### config.mk
export PLATFORM = sky130hd
export DESIGN_NAME = rv_mc_ctrl
export DESIGN_NICKNAME = d
export VERILOG_FILES = /design/src/rtl/rv_ctrl_pkg.sv /design/src/rtl/rv_ctrl_decode.sv /design/src/rtl/rv_mc_ctrl.sv
export SDC_FILE = /design/constraint.sdc
export NUM_CORES = 1
export LEC_CHECK = 0
export ABC_AREA = 1
export BUFFER_PORTS_ARGS = -buffer_cell sky130_fd_sc_hd__clkbuf_2
export CAP_MARGIN = 20
export CORE_MARGIN = 4
export CORE_UTILIZATION = 48
export CTS_CLUSTER_DIAMETER = 40
export CTS_CLUSTER_SIZE = 24
export DETAILED_ROUTE_END_ITERATION = 8
export PLACE_DENSITY = 0.76
export SETUP_SLACK_MARGIN = 0.15
export SLEW_MARGIN = 5
export SYNTH_ARGS = -nofsm -noshare
export SYNTH_HDL_FRONTEND = slang
export SYNTH_SLANG_ARGS = --single-unit
### constraint.sdc
create_clock -name clk -period 1.4 [get_ports clk]
set_input_delay 0.21 -clock clk [delete_from_list [all_inputs] [get_ports clk]]
set_output_delay 0.21 -clock clk [all_outputs]
set_load 0.005 [all_outputs]
### src/rtl/rv_ctrl_pkg.sv
// rtl/rv_ctrl_pkg.sv - shared opcodes, state encoding and select bundle for the multicycle controller
package rv_ctrl_pkg;

    localparam logic [6:0] OP_LUI    = 7'b0110111;
    localparam logic [6:0] OP_AUIPC  = 7'b0010111;
    localparam logic [6:0] OP_JAL    = 7'b1101111;
    localparam logic [6:0] OP_JALR   = 7'b1100111;
    localparam logic [6:0] OP_BRANCH = 7'b1100011;
    localparam logic [6:0] OP_LOAD   = 7'b0000011;
    localparam logic [6:0] OP_STORE  = 7'b0100011;
    localparam logic [6:0] OP_IMM    = 7'b0010011;
    localparam logic [6:0] OP_OP     = 7'b0110011;

    localparam logic [3:0] MTR_ALU = 4'b0000;
    localparam logic [3:0] MTR_LB  = 4'b0001;
    localparam logic [3:0] MTR_LH  = 4'b0011;
    localparam logic [3:0] MTR_LW  = 4'b0101;
    localparam logic [3:0] MTR_LBU = 4'b1001;
    localparam logic [3:0] MTR_LHU = 4'b1011;

    typedef enum logic [2:0] {
        S_FETCH,
        S_DECODE,
        S_EXEC,
        S_MEM,
        S_WB,
        S_TRAP
    } state_t;

    // rf_write is carried with the selects so WB needs no second decode
    typedef struct packed {
        logic [3:0] mem_to_reg;
        logic       store_jalr;
        logic       wb_to_reg;
        logic       sel_utype;
        logic       branch;
        logic       sel_jal_or_jalr;
        logic       pc_src;
        logic       rf_write;
    } sel_t;

endpackage

### src/rtl/rv_ctrl_decode.sv
// rtl/rv_ctrl_decode.sv - combinational opcode/funct3 decoder producing the select bundle
module rv_ctrl_decode
    import rv_ctrl_pkg::*;
(
    input  logic [6:0] opcode,
    input  logic [2:0] funct3,
    output sel_t       sel,
    output logic       illegal,
    output logic       is_mem,
    output logic       is_store
);

    // map opcode/funct3 to selects; an illegal encoding forces an all-zero bundle
    always_comb begin
        sel            = '0;
        sel.mem_to_reg = MTR_ALU;
        illegal        = 1'b0;
        is_mem         = 1'b0;
        is_store       = 1'b0;
        case (opcode)
            OP_LUI: begin
                sel.wb_to_reg = 1'b1;
                sel.rf_write  = 1'b1;
            end
            OP_AUIPC: begin
                sel.wb_to_reg = 1'b1;
                sel.sel_utype = 1'b1;
                sel.rf_write  = 1'b1;
            end
            OP_JAL: begin
                sel.store_jalr = 1'b1;
                sel.pc_src     = 1'b1;
                sel.rf_write   = 1'b1;
            end
            OP_JALR: begin
                sel.store_jalr      = 1'b1;
                sel.pc_src          = 1'b1;
                sel.sel_jal_or_jalr = 1'b1;
                sel.rf_write        = 1'b1;
            end
            OP_BRANCH: begin
                sel.branch = 1'b1;
            end
            OP_LOAD: begin
                is_mem       = 1'b1;
                sel.rf_write = 1'b1;
                case (funct3)
                    3'b000:  sel.mem_to_reg = MTR_LB;
                    3'b001:  sel.mem_to_reg = MTR_LH;
                    3'b010:  sel.mem_to_reg = MTR_LW;
                    3'b100:  sel.mem_to_reg = MTR_LBU;
                    3'b101:  sel.mem_to_reg = MTR_LHU;
                    default: illegal = 1'b1;
                endcase
            end
            OP_STORE: begin
                is_mem   = 1'b1;
                is_store = 1'b1;
            end
            OP_IMM, OP_OP: begin
                sel.rf_write = 1'b1;
            end
            default: begin
                illegal = 1'b1;
            end
        endcase
        if (illegal) begin
            sel      = '0;
            is_mem   = 1'b0;
            is_store = 1'b0;
        end
    end

endmodule

### src/rtl/rv_mc_ctrl.sv
// rtl/rv_mc_ctrl.sv - multicycle FETCH/DECODE/EXEC/MEM/WB sequencer with retired-instruction counter
module rv_mc_ctrl
    import rv_ctrl_pkg::*;
#(
    parameter int CNT_W = 32
) (
    input  logic             clk,
    input  logic             rst_n,
    input  logic [31:0]      instr_i,
    input  logic             imem_ready_i,
    input  logic             dmem_ready_i,
    input  logic             ex_branch_i,
    output logic             imem_req_o,
    output logic             ir_we_o,
    output logic             dmem_re_o,
    output logic             dmem_we_o,
    output logic             rf_we_o,
    output logic             pc_we_o,
    output logic             pc_src_o,
    output logic [3:0]       MemtoReg,
    output logic             storeJalr,
    output logic             wbToReg,
    output logic             selUtype,
    output logic             Branch,
    output logic             selJalOrJalr,
    output logic             trap_o,
    output logic [CNT_W-1:0] instret_o
);

    state_t           state;
    logic             active_q;
    logic [9:0]       ir_q;
    sel_t             sel_q;
    logic             is_mem_q;
    logic             is_store_q;
    logic [CNT_W-1:0] instret_q;

    sel_t             dec_sel;
    logic             dec_illegal;
    logic             dec_is_mem;
    logic             dec_is_store;

    // operand/immediate bits live in the datapath; branch resolution happens there too
    logic             unused_inputs;
    assign unused_inputs = ^{instr_i[31:15], instr_i[11:7], ex_branch_i};

    rv_ctrl_decode u_decode (
        .opcode   (ir_q[6:0]),
        .funct3   (ir_q[9:7]),
        .sel      (dec_sel),
        .illegal  (dec_illegal),
        .is_mem   (dec_is_mem),
        .is_store (dec_is_store)
    );

    // sequencer; active_q keeps FETCH quiet until the first edge after reset release
    always_ff @(posedge clk or negedge rst_n) begin
        if (!rst_n) begin
            state      <= S_FETCH;
            active_q   <= 1'b0;
            ir_q       <= '0;
            sel_q      <= '0;
            is_mem_q   <= 1'b0;
            is_store_q <= 1'b0;
            instret_q  <= '0;
        end else begin
            active_q <= 1'b1;
            case (state)
                S_FETCH: begin
                    if (active_q && imem_ready_i) begin
                        ir_q  <= {instr_i[14:12], instr_i[6:0]};
                        state <= S_DECODE;
                    end
                end
                S_DECODE: begin
                    sel_q      <= dec_sel;
                    is_mem_q   <= dec_is_mem;
                    is_store_q <= dec_is_store;
                    state      <= dec_illegal ? S_TRAP : S_EXEC;
                end
                S_EXEC: begin
                    state <= is_mem_q ? S_MEM : S_WB;
                end
                S_MEM: begin
                    if (dmem_ready_i) begin
                        state <= S_WB;
                    end
                end
                S_WB: begin
                    instret_q <= instret_q + CNT_W'(1);
                    state     <= S_FETCH;
                end
                S_TRAP: begin
                    state <= S_TRAP;
                end
                default: begin
                    state <= S_TRAP;
                end
            endcase
        end
    end

    assign imem_req_o   = active_q && (state == S_FETCH);
    assign ir_we_o      = imem_req_o && imem_ready_i;
    assign dmem_re_o    = (state == S_MEM) && !is_store_q;
    assign dmem_we_o    = (state == S_MEM) && is_store_q;
    assign rf_we_o      = (state == S_WB) && sel_q.rf_write;
    assign pc_we_o      = (state == S_WB);
    assign trap_o       = (state == S_TRAP);
    assign pc_src_o     = sel_q.pc_src;
    assign MemtoReg     = sel_q.mem_to_reg;
    assign storeJalr    = sel_q.store_jalr;
    assign wbToReg      = sel_q.wb_to_reg;
    assign selUtype     = sel_q.sel_utype;
    assign Branch       = sel_q.branch;
    assign selJalOrJalr = sel_q.sel_jal_or_jalr;
    assign instret_o    = instret_q;

endmodule

---- Yosys cells after proc, flatten, opt, wreduce, memory -nomap -nowiden ----
Cells that the tools add are included.
W data, S select, Z words.
storage, ports and cells
  bits in read-only memories .............. 0
  input bits .............................. 37
  register bits after elaboration ......... 59
  logic and storage cells ................. 72
  output and inout port bits .............. 49
  memories ................................ 0
  bits in latches ......................... 0
  memory bits (writable) .................. 0
operators by class
  add/subtract/negate cells ............... 1
  reductions and logical operators ........ 17
  order comparisons ....................... 0
  multiply operators ...................... 0
  div/mod/pow operators ................... 0
  equal/unequal tests ..................... 20
  muxes and demuxes ....................... 20
  shift-type cells ........................ 0
  bitwise logic cells ..................... 0
operators by type and width
  kind                     count
  $add A32 B1 Y32 const B  1
  $eq A7 B6 Y1 const B     3
  $eq A7 B7 Y1 const B     3
  $pmux W4 S5              1
  $pmux W3 S5              1
  $eq A7 B5 Y1 const B     2
  $eq A3 B3 Y1 const B     4
  $mux W3                  4
  $mux W1                  11
  $mux W11                 1
  $eq A3 B2 Y1 const B     3
  $reduce_or A8 Y1         1
  $eq A7 B2 Y1 const B     1
  $reduce_or A7 Y1         1
  $eq A3 B1 Y1 const B     2
  $logic_and A1 B1 Y1      6
  $logic_not A3 Y1         2
  $reduce_or A2 Y1         3
  $reduce_or A5 Y1         1
  $mux W4                  1
  $ne A2 B2 Y1 const B     2
  $reduce_and A2 Y1        2
  $pmux W1 S2              1
  $logic_not A1 Y1         1

---- Longest topological paths before layout ----
Gate-level depths: netlist (run 1).
  depth in word-level cells ............... 6
  depth in mapped cells ................... 9
  mapped depth without buffers ............ 9

---- By module ----
From an unflattened synthesis (run 1), not the netlist that was laid out.
second synthesis, totals
  cell total of the unflattened synthesis .. 394
  area, all modules ....................... 3186.8 sq um
by module, submodules not included
  module          times used  cells each  seq. area each (sq um)  area an instance (sq um)
  rv_mc_ctrl      1           344         1476.4                  2934.1
  rv_ctrl_decode  1           50          0.0                     252.7

---- Worst setup path after synthesis (run 1) ----
OpenSTA, ideal clock, no wires.
  path type ............................... register -> register
  start ................................... register instret_q[0] (netlist: instret_o[0])
  end ..................................... register instret_q[26] (netlist: instret_o[26])
  data required time ...................... 1280 ps
  buffers on the path ..................... 0
  data arrival time ....................... 1376 ps
  clock period less this slack ............ 1496 ps
  setup time .............................. 120 ps
  cell stages (with the launch flop) ...... 9
  slack ................................... -96 ps
  path through ............................ dfrtp_1 -> ha_1 -> nand3_1 -> nor2_4 -> nand3_4 -> nor2_2 -> nand2_2 -> o21ai_1 -> nand2_1
on the way
  cells in the longest elaborated chain, start to end .. 1
ends and longest elaborated chain
  what                    line              source
  start, declared         rv_mc_ctrl.sv:36  logic [CNT_W-1:0] instret_q;
  start signal, assigned  rv_mc_ctrl.sv:90  instret_q <= instret_q + CNT_W'(1);
  $add A32 B1 Y32         rv_mc_ctrl.sv:90
Every way passes these cells.
A chain may end at the register's enable or synchronous reset.

---- Final worst setup path (run 1) ----
  start ................................... register state[0]
  end ..................................... output port rf_we_o
on the way
  cells in the longest elaborated chain, start to end .. 2
ends and longest elaborated chain
  what                    line               source
  start, declared         rv_mc_ctrl.sv:30   state_t state;
  start signal, assigned  rv_mc_ctrl.sv:79   state <= dec_illegal ? S_TRAP : S_EXEC;
  start signal, assigned  rv_mc_ctrl.sv:82   state <= is_mem_q ? S_MEM : S_WB;
  $eq A3 B3 Y1            rv_mc_ctrl.sv:107  assign rf_we_o = (state == S_WB) && sel_q.rf_write;
  $logic_and A1 B1 Y1     rv_mc_ctrl.sv:107
  end, declared           rv_mc_ctrl.sv:17   output logic rf_we_o,
Every way passes these cells.

==> impl_metrics.tcl, run 1 <==
set metrics [dict create \
    violations "negative setup slack" \
    endpoint_kind "primary output" \
    drt-total-wl_um 11500 \
    synth_nets 457 \
    synthMuxAreaShare 0 \
    vias 3575 \
    pwr-share-comb 0.439 \
    p_sw_w 0.00275 \
    synthCells 419 \
    clk_path_buf_depth 2 \
    vias_per_cell 5.44 \
    synth_edf_count 0 \
    dr_wl_met2_um 6350 \
    ys_warn_count 0 \
    diodes 0 \
    io_pins 86 \
    track_usage 0.236 \
    htree_num_levels 3 \
    die_x_um 89.2 \
    synth_top_family_by_area "simple AND/OR/NAND/NOR gates" \
    nets 613 \
    cp_data_required_time_ns 1.19 \
    drive_gt1_frac 0.545 \
    drtPass1Iterations 5 \
    clock-root-buffer "clkbuf_8" \
    status "complete, but fails checks" \
    synthesis.area_mm2 0.00316 \
    netlist_top_cells_area "dfrtp_1 (46%), nand2_1 (18%), nor2_1 (7.1%)" \
    core_area_mm2 0.00639 \
    wl_per_cell_um 17.5 \
    synth.most_common_cell "nand2_1" \
    drt-initial-drc-count 252 \
    grt_pass1_vias 3151 \
    finalHoldViolations 0 \
    cts_buffers 9 \
    worstPathArrival_ns 1.39 \
    clock_sinks 58 \
    cap_viol_max_count 0 \
    crit_fanout 3 \
    ys_seq_area_frac 0.459 \
    fill_cells 341 \
    wl_met3_um 656 \
    seqPwrFrac 0.295 \
    top_layer "met4" \
    synth-async-reset-ratio 1.00 \
    synthSimpleGateAreaFrac 0.368 \
    drc 0 \
    grt_overflow 0 \
    port_buffers 62 \
    synth_xor_area_frac 0.0609 \
    area_growth_pct 68.0 \
    powerDensity_mw_per_mm2 1400 \
    hp-class "in2reg" \
    synth_common_cells "nand2_1 (153), nor2_1 (60), dfrtp_1 (58), inv_1 (30), o21ai_0 (16)" \
    worstSkewPairLatency_ns 0.37 \
    fin_util 0.832 \
    dieArea_mm2 0.00795 \
    p_clk_frac 0.266 \
    fin_ws_ns -0.203 \
    maxSlewHeadroom 0.639 \
    timing.final.max_slew_violations 0 \
    worst_pin_slew_ns 0.541 \
    synth_compound_area_frac 0.0451 \
    yosysTopAreaCellShare 0.459 \
    p_leak_nw 2.63 \
    initial_utilization 0.495 \
    setup_viol 33 \
    gp_congestion 0.900 \
    fmax_mhz 624 \
    yosys.area.top_type "dfrtp_1" \
    grt_setup_unrepaired "true" \
    swShare 0.370 \
    cts_tree "yes" \
    cp-start-kind "register" \
    hpwl_um 5680 \
    worstSetupPathType "reg2out" \
    ys_ff_latch 58 \
    synthFlopType "dfrtp_1" \
    ys_types 32 \
    num_rows 29 \
    hold_slack_ns 0.0424 \
    grt_first_pass_wirelength_um 14300 \
    wl_met1_um 3970 \
    p_int_w 0.00469 \
    clk_pin_slew_ns 0.07 \
    fin_crit_sh 1.15 \
    fin_crit_ns 1.60 \
    postSynthAreaPerCell_um2 7.55 \
    final_antenna_net_count 0 \
    skew_ns 0.0126 \
    antenna_found_initial 0 \
    grt_max_degree 59 \
    synth_adder_area_share 0.00395 \
    die_h_um 89.2 \
    irDropWorstVdd_v 0.00122 \
]
-- stage by stage --
step | power, W | setup slack [ns] | cells | setup TNS (ns) | cell area, um^2
detailed placement | 0.00377 | -0.0432 | 590 | -0.0610 | 3860
global route | 0.00774 | -0.262 | 657 | -6.25 | 5320
global placement | 0.00369 | 0.00365 | 590 | 0 | 3860
floorplan | 0.00307 | -0.0258 | 419 | -0.0274 | 3180
CTS | 0.00627 | -0.148 | 634 | -2.10 | 4590
finish | 0.00744 | -0.203 | 657 | -3.73 | 5320
-- cell usage in the layout, fill, tap and decap left out, drive strengths merged --
cell type	n
a21boi	1
a21oi	5
buf	109
bufinv	3
clkbuf	54
clkinv	1
clkinvlp	4
conb	1
dfrtp	58
dlygate4sd3	1
ha	1
inv	36
nand2	155
nand3	17
nand3b	7
nand4	6
nor2	68
nor3	10
o21ai	19
o31ai	2
xnor2	7
xor2	15
-- logic make-up (layout without fill, tap and decap cells) --
logic type      count (synthesis)  in the layout
other cells                     1              1
buf+inv                        47            208
compound gates                 27             27
fa+ha+maj                       1              1
simple gates                  263            263
xor+xnor                       22             22
flops                          58             58
-- metal layers --
layer	GRT usage	up-vias
met5	0	-
met4	0.0974	0
met3	0.0802	50
met2	0.423	168
met1	0.254	1727
li1	-	1630
-- critical path: stages, from the launching register on --
cell and delay, ns:
dfrtp_1 0.42, nor2_4 0.18, nand2_4 0.08, buf_6 0.14
nor2_4 0.09, clkbuf_2 0.12
-- final timing paths --
| kind | startpoint | endpoint | slack (ns) | depth (start not counted) |
|---|---|---|---|---|
| max reg2reg | state[0] | instret_o[11] | -0.19 | 7 |
| min | instr_i[0] | ir_q[0] | 0.04 | 3 |
| min reg2reg | ir_q[0] | ir_q[0] | 0.49 | 2 |
| max | state[0] | rf_we_o | -0.20 | 5 |
| min in group asynchronous | rst_n | instret_o[24] | 0.39 | 3 |
| max in group asynchronous | rst_n | instret_o[25] | 0.72 | 3 |
-- cell type report --
cell class	instances	area [um^2]	share of cell area
inverters	37	158	0.0297
repair buffers	154	1330	0.250
flip-flops and latches	58	1460	0.275
clock inverters	6	114	0.0214
multi-input cells	314	2010	0.378
well taps	77	96.3	0.0181
clock buffers	10	138	0.0259
repair inverters	1	7.51	0.00141
-- power by group through the flow --
stage | combinational (W) | sequential, W | clock [W]
after floorplan | 0.000905 | 0.00217 | 0
after global placement | 0.00155 | 0.00215 | 0
after detailed placement | 0.00161 | 0.00216 | 0
after CTS | 0.00215 | 0.00215 | 0.00197
after global routing | 0.00345 | 0.00222 | 0.00207
final | 0.00327 | 0.00219 | 0.00198
-- state kept, by name, indices dropped and copies added, names as in the netlist --
name and cells:
ir_q 10, storeJalr 1, selUtype 1, Branch 1, sel_q 1, state 3
instret_o 32, active_q 1, wbToReg 1, is_store_q 1, selJalOrJalr 1, MemtoReg 4
is_mem_q 1
-- repair_timing --
action,4_1_cts,5_1_grt
gates cloned,2,2
endpoints found under the hold margin,58,0
setup endpoints to repair,55,85
setup buffers,25,22
pin swaps,31,37
resized for setup,88,150
hold buffers,1,0
No activity file was read; power rests on OpenSTA's default activity.
==> run 2: changes to the inputs <==
- CORE_MARGIN: 4 -> unset
- clock period: 1.4 -> 1.3 ns (I/O delays scaled with it)
==> run 2 against run 1 <==
Compared with the run above:
- the flow still finishes with violations (negative setup slack)
- global-route usage increased by 8.4 points
- sequential cell count unchanged
- cell area increased by 12%
- register-to-register slack got worse by 0.17 ns
- via count increased by 13%
- critical path type is now reg2reg
- critical endpoint is now instret_o[10]
==> impl_metrics.tcl, run 2 (synthesized netlist as in run 1, its figures left out) <==
set metrics [dict create \
    irDropWorstVdd_v 0.00122 \
    grt_max_degree 59 \
    cts_buffers 9 \
    endpoint_kind "register" \
    antenna_found_initial 0 \
    pwr-share-comb 0.495 \
    num_rows 29 \
    cap_viol_max_count 0 \
    worstSkewPairLatency_ns 0.36 \
    final_common_cell "nand2_1" \
    vias 4042 \
    timing.final.max_slew_violations 0 \
    cp_data_required_time_ns 1.54 \
    p_sw_w 0.00350 \
    path_cells "nor2_4, nand2_4, buf_6, nor2_4, nand3_4, buf_6, buf_6, xor2_1, inv_1" \
    port_buffers 62 \
    crit_end "instret_o[10]" \
    clk_path_buf_depth 2 \
    cp-startpoint "state[0]" \
    hp-class "in2reg" \
    seqPwrFrac 0.271 \
    vias_per_cell 5.81 \
    grt_pass1_vias 3739 \
    crit_slowest_cell "dfrtp_1" \
    largest_register_ffs 32 \
    fin_crit_sh 1.28 \
    swShare 0.388 \
    cp-start-kind "register" \
    finalNonFillerCells 696 \
    status "complete, but fails checks" \
    cp.buffers_inverters 4 \
    min_from "instr_i[1]" \
    setup_viol 63 \
    rr_worst_depth 9 \
    critPathMaxStageDelay_ns 0.42 \
    worstSetupPathType "reg2reg" \
    place_inst 607 \
    nets 653 \
    wl_per_cell_um 21.3 \
    dieArea_mm2 0.00692 \
    path_common_cell "buf_6" \
    die_x_um 83.2 \
    drive_gt1_frac 0.607 \
    crit_cells 9 \
    htree_num_levels 3 \
    r2r_start "state[0]" \
    grt_first_pass_wirelength_um 17300 \
    finalHoldViolations 0 \
    cts_tree "yes" \
    hold_slack_ns 0.0447 \
    path_delay_family "simple AND/OR/NAND/NOR gates" \
    clk_pin_slew_ns 0.07 \
    seq_area_mm2 0.00146 \
    skew_ns 0.00806 \
    drc 0 \
    multi_input_area_mm2 0.00219 \
    p_clk_frac 0.233 \
    reg2reg_to "instret_o[10]" \
    fmax_mhz 601 \
    hpwl_um 5740 \
    p_int_w 0.00552 \
    grt_setup_unrepaired "true" \
    core_area_mm2 0.00635 \
    crit_fanout 5 \
    io_pins 86 \
    fill_cells 194 \
    dp_worst_setup_slack_ns -0.125 \
    drt-total-wl_um 14900 \
    final_cell_mix "nand2_1 (100), buf_6 (82), buf_4 (62)" \
    final_antenna_net_count 0 \
    diodes 0 \
    fin_ws_ns -0.364 \
    drtPass1Iterations 5 \
    area_growth_pct 87.5 \
    fin_util 0.934 \
    worstPathArrival_ns 1.91 \
    clock-root-buffer "clkbuf_8" \
    fin_crit_ns 1.66 \
    gp_congestion 0.872 \
    powerDensity_mw_per_mm2 1520 \
    clock_sinks 58 \
    r2r_setup_slack_ns -0.36 \
    track_usage 0.320 \
    initial_utilization 0.498 \
    grt_overflow 0 \
    drt-initial-drc-count 300 \
    die_h_um 83.2 \
    violations "negative setup slack" \
    p_leak_nw 2.99 \
]
[run 2: cell types whose count changed in the layout (fill, tap and decap cells not counted), moves of 6 or more]
cell     change
buf_6       +18
xnor2_1      -7
o21ai_1      +6
nor2_1       -6
buf_4       +22
xnor2_2      +7
o21ai_0      -9
[run 2: routing by layer]
metal,track usage,share of wire,vias up
li1,-,-,1700
met1,0.330,0.31,1919
met2,0.608,0.53,284
met3,0.0636,0.062,139
met4,0.165,0.094,0
met5,0,0,-
[run 2: worst min-delay path by stage]
stage                    to  slack (ns)  cells after the start
2_1_floorplan        Branch       -0.10                      0
3_3_place_gp   instret_o[8]        0.22                      2
3_5_place_dp   instret_o[8]        0.23                      2
4_1_cts             ir_q[0]        0.04                      3
5_1_grt             ir_q[1]        0.06                      3
6_report            ir_q[1]        0.04                      3
[run 2: worst reg2reg max path, stage by stage (launching register included)]
cell and delay, ns:
dfrtp_1 0.42, nor2_4 0.17, nand2_4 0.08, buf_6 0.14, nor2_4 0.12, nand3_4 0.15, buf_6 0.15, buf_6 0.10
xor2_1 0.15, inv_1 0.07
[run 2: metrics by stage]
stage / TNS, ns / cell area [um^2] / power [W]
2_1_floorplan: -0.604 / 3230 / 0.00336
3_5_place_dp: -2.01 / 4020 / 0.00423
3_3_place_gp: -1.04 / 4020 / 0.00416
4_1_cts: -5.82 / 5200 / 0.00754
6_report: -12.65 / 5930 / 0.00902
5_1_grt: -15.20 / 5930 / 0.00925
[run 2: repair_timing]
| action | in CTS | in global routing |
|---|---|---|
| gates resized for setup | 146 | 147 |
| pin swaps | 28 | 41 |
| hold buffers | 1 | 0 |
| setup buffers | 45 | 23 |
| endpoints found under the hold margin | 58 | 0 |
| cloned | 5 | 0 |
| endpoints found under the setup margin | 85 | 88 |
[run 2: cell type report]
type	count	area share
multi-input cells	314	0.369
repair inverters	1	0.00127
inverters	37	0.0280
well taps	77	0.0162
clock buffers	10	0.0232
flip-flops and latches	58	0.246
repair buffers	194	0.299
clock inverters	5	0.0173
[run 2: power groups by stage]
stage | clock network [W] | registers [W] | logic, W
after global placement | 0 | 0.00230 | 0.00186
final | 0.00210 | 0.00245 | 0.00447
after global routing | 0.00215 | 0.00246 | 0.00464
after floorplan | 0 | 0.00234 | 0.00102
after detailed placement | 0 | 0.00232 | 0.00192
after CTS | 0.00207 | 0.00234 | 0.00314
==> run 3: changes to the inputs <==
- ABC_AREA: 1 -> unset
- CORE_UTILIZATION: 48 -> 45
- PLACE_DENSITY: 0.76 -> 0.74
- SKIP_LAST_GASP: unset -> 1
==> run 3 against run 2 <==
Compared with the run above:
- the run still ends with negative setup slack left
- wire length decreased by 42%
- highest routed layer unchanged
- critical path depth decreased by 2
- clock power decreased by 26%
- setup slack got worse by 0.13 ns
- combinational power decreased by 90%
- fmax decreased by 7.3%
- clock-buffer cell count unchanged
- hold slack improved by 0.024 ns
==> impl_metrics.tcl, run 3 <==
set metrics [dict create \
    ys_warn_count 0 \
    pwr-share-comb 0.112 \
    netlist_top_cells_area "dfrtp_1 (55%), xnor2_1 (8.9%), mux2_2 (4.3%)" \
    diodes 0 \
    synth-async-reset-ratio 1.00 \
    grt_overflow 0 \
    core_area_mm2 0.00557 \
    fill_cells 300 \
    finalHoldViolations 0 \
    fin_util 0.827 \
    die_x_um 78.7 \
    area_growth_pct 74.1 \
    cts_tree "yes" \
    drtPass1Iterations 4 \
    status "complete, but fails checks" \
    synth.most_common_cell "dfrtp_1" \
    drive_gt1_frac 0.588 \
    drc 0 \
    synth_nets 275 \
    hpwl_um 4420 \
    fin_ws_ns -0.496 \
    drt-total-wl_um 8660 \
    htree_num_levels 3 \
    grt_max_degree 59 \
    violations "negative setup slack" \
    clock-root-buffer "clkbuf_8" \
    largest_register_ffs 32 \
    endpoint_kind "register" \
    cp-startpoint "instret_o[0]" \
    tns_ns -18.68 \
    wl_per_cell_um 17.8 \
    reg2reg_to "instret_o[22]" \
    hp-class "in2reg" \
    seq_area_mm2 0.00145 \
    port_buffers 62 \
    grt_setup_unrepaired "true" \
    clock_sinks 58 \
    ys_types 46 \
    final_common_cell "dfrtp_1" \
    crit_fanout 5 \
    p_sw_w 0.00103 \
    fmax_mhz 557 \
    cts_buffers 9 \
    synth_common_cells "dfrtp_1 (58), nand2_1 (29), xnor2_1 (27), nand4_1 (14), nor2_1 (11)" \
    cp-start-kind "register" \
    synthFlopType "dfrtp_1" \
    p_int_w 0.00285 \
    p_clk_frac 0.399 \
    rr_worst_depth 7 \
    postSynthAreaPerCell_um2 11.2 \
    track_usage 0.260 \
    die_h_um 78.7 \
    grt_pass1_vias 2500 \
    grt_first_pass_wirelength_um 11900 \
    num_rows 27 \
    nets 448 \
    swShare 0.266 \
    dieArea_mm2 0.00620 \
    yosys.area.top_type "dfrtp_1" \
    fin_crit_ns 1.80 \
    initial_utilization 0.475 \
    vias_per_cell 5.33 \
    multi_input_area_mm2 0.00143 \
    cap_viol_max_count 0 \
    ys_seq_area_frac 0.548 \
    r2r_setup_slack_ns -0.50 \
    path_cells "ha_2, nand4bb_1, nor4_4, buf_4, buf_12, nand4_1, xnor2_1" \
    worstSetupPathType "reg2reg" \
    synth_edf_count 0 \
    final_cell_mix "dfrtp_1 (58), buf_4 (56), clkbuf_2 (55)" \
    skew_ns 0.0127 \
    clk_pin_slew_ns 0.08 \
    timing.final.max_slew_violations 0 \
    synthCells 237 \
    antenna_found_initial 0 \
    drt-initial-drc-count 151 \
    final_antenna_net_count 0 \
    synthesis.area_mm2 0.00265 \
    fin_crit_sh 1.38 \
    p_leak_nw 2.31 \
    vias 2594 \
    ys_ff_latch 58 \
    io_pins 86 \
    yosysTopAreaCellShare 0.548 \
    crit_slowest_cell "dfrtp_1" \
    crit_end "instret_o[22]" \
    worstPathArrival_ns 2.05 \
    cp_data_required_time_ns 1.56 \
    worstSkewPairLatency_ns 0.35 \
    setup_viol 66 \
    clk_path_buf_depth 2 \
    powerDensity_mw_per_mm2 841 \
    irDropWorstVdd_v 0.000755 \
    critPathMaxStageDelay_ns 0.37 \
    gp_congestion 0.792 \
    r2r_start "instret_o[0]" \
    seqPwrFrac 0.488 \
]
-- run 3: cell types whose count changed in the layout (fill, tap and decap cells not counted), moves of 14 or more --
cell,before,now
nand2_2,38,3
buf_6,82,54
nor2_4,22,2
xnor2_1,0,25
clkbuf_2,40,55
nor2_1,21,7
nand2_4,16,2
nand2_1,100,24
nor2_2,25,2
inv_1,22,3
-- run 3: worst min path at each step --
| stage | from | cells past startpoint | endpoint | slack [ns] |
|---|---|---|---|---|
| after floorplan | rst_n | 0 | Branch | -0.10 |
| after global placement | rst_n | 2 | instret_o[10] | 0.22 |
| after detailed placement | rst_n | 2 | instret_o[11] | 0.23 |
| after CTS | instr_i[5] | 3 | ir_q[5] | 0.06 |
| after global routing | instr_i[5] | 3 | ir_q[5] | 0.08 |
| final | instr_i[5] | 3 | ir_q[5] | 0.07 |
-- run 3: worst max-delay path, delay by kind of cell (launching register included) --
family / cells / cell delay (ns)
and+or+nand+nor: 3 / 0.61
DFF: 1 / 0.37
buffers and inverters: 2 / 0.29
xor gates and xnor gates: 1 / 0.25
adders and majority gates: 1 / 0.19
-- run 3: layout make-up --
type,count,area share
clock buffers,10,0.0299
clock inverters,6,0.00923
inverters,5,0.00516
multi-input cells,163,0.310
flip-flops and latches,58,0.315
well taps,72,0.0195
repair buffers,173,0.312
-- run 3: cell families after synthesis --
logic type / after synthesis / share of synthesized area
compound gates: 23 / 0.0628
simple gates: 97 / 0.202
fa+ha+maj: 1 / 0.00472
flops: 58 / 0.548
xor+xnor: 31 / 0.103
other cells: 1 / 0.00142
buf+inv: 16 / 0.0359
mux: 10 / 0.0425
-- run 3: metrics by stage --
| step | instance area (um^2) | cells | hold slack [ns] | worst slack (ns) | total power, W |
|---|---|---|---|---|---|
| floorplan | 2720 | 237 | -0.101 | -0.402 | 0.00202 |
| global placement | 3530 | 422 | 0.222 | -0.255 | 0.00219 |
| detailed placement | 3530 | 422 | 0.228 | -0.336 | 0.00220 |
| CTS | 4210 | 465 | 0.0580 | -0.359 | 0.00376 |
| global route | 4610 | 487 | 0.0779 | -0.541 | 0.00399 |
| finish | 4610 | 487 | 0.0686 | -0.496 | 0.00388 |
-- run 3: timing repair --
item                       4_1_cts  5_1_grt
hold buffers                     1        0
gates cloned                     1        0
hold endpoints to repair        58        0
buffers inserted                25       22
pin swaps                       22       11
setup endpoints to repair       88       88
gates resized for setup         64       57
-- run 3: per-layer routing --
layer / GRT usage / vias up / share of wire
li1: - / 1187 / -
met1: 0.287 / 1290 / 0.39
met5: 0 / - / 0
met3: 0.0437 / 27 / 0.035
met4: 0.122 / 0 / 0.036
met2: 0.483 / 90 / 0.54
-- run 3: power groups by stage --
stage	Sequential, W	Combinational, W	Clock [W]
after floorplan	0.00194	0.0000787	0
after global placement	0.00192	0.000267	0
after detailed placement	0.00192	0.000276	0
after CTS	0.00189	0.000345	0.00152
after global routing	0.00190	0.000467	0.00163
final	0.00189	0.000436	0.00155
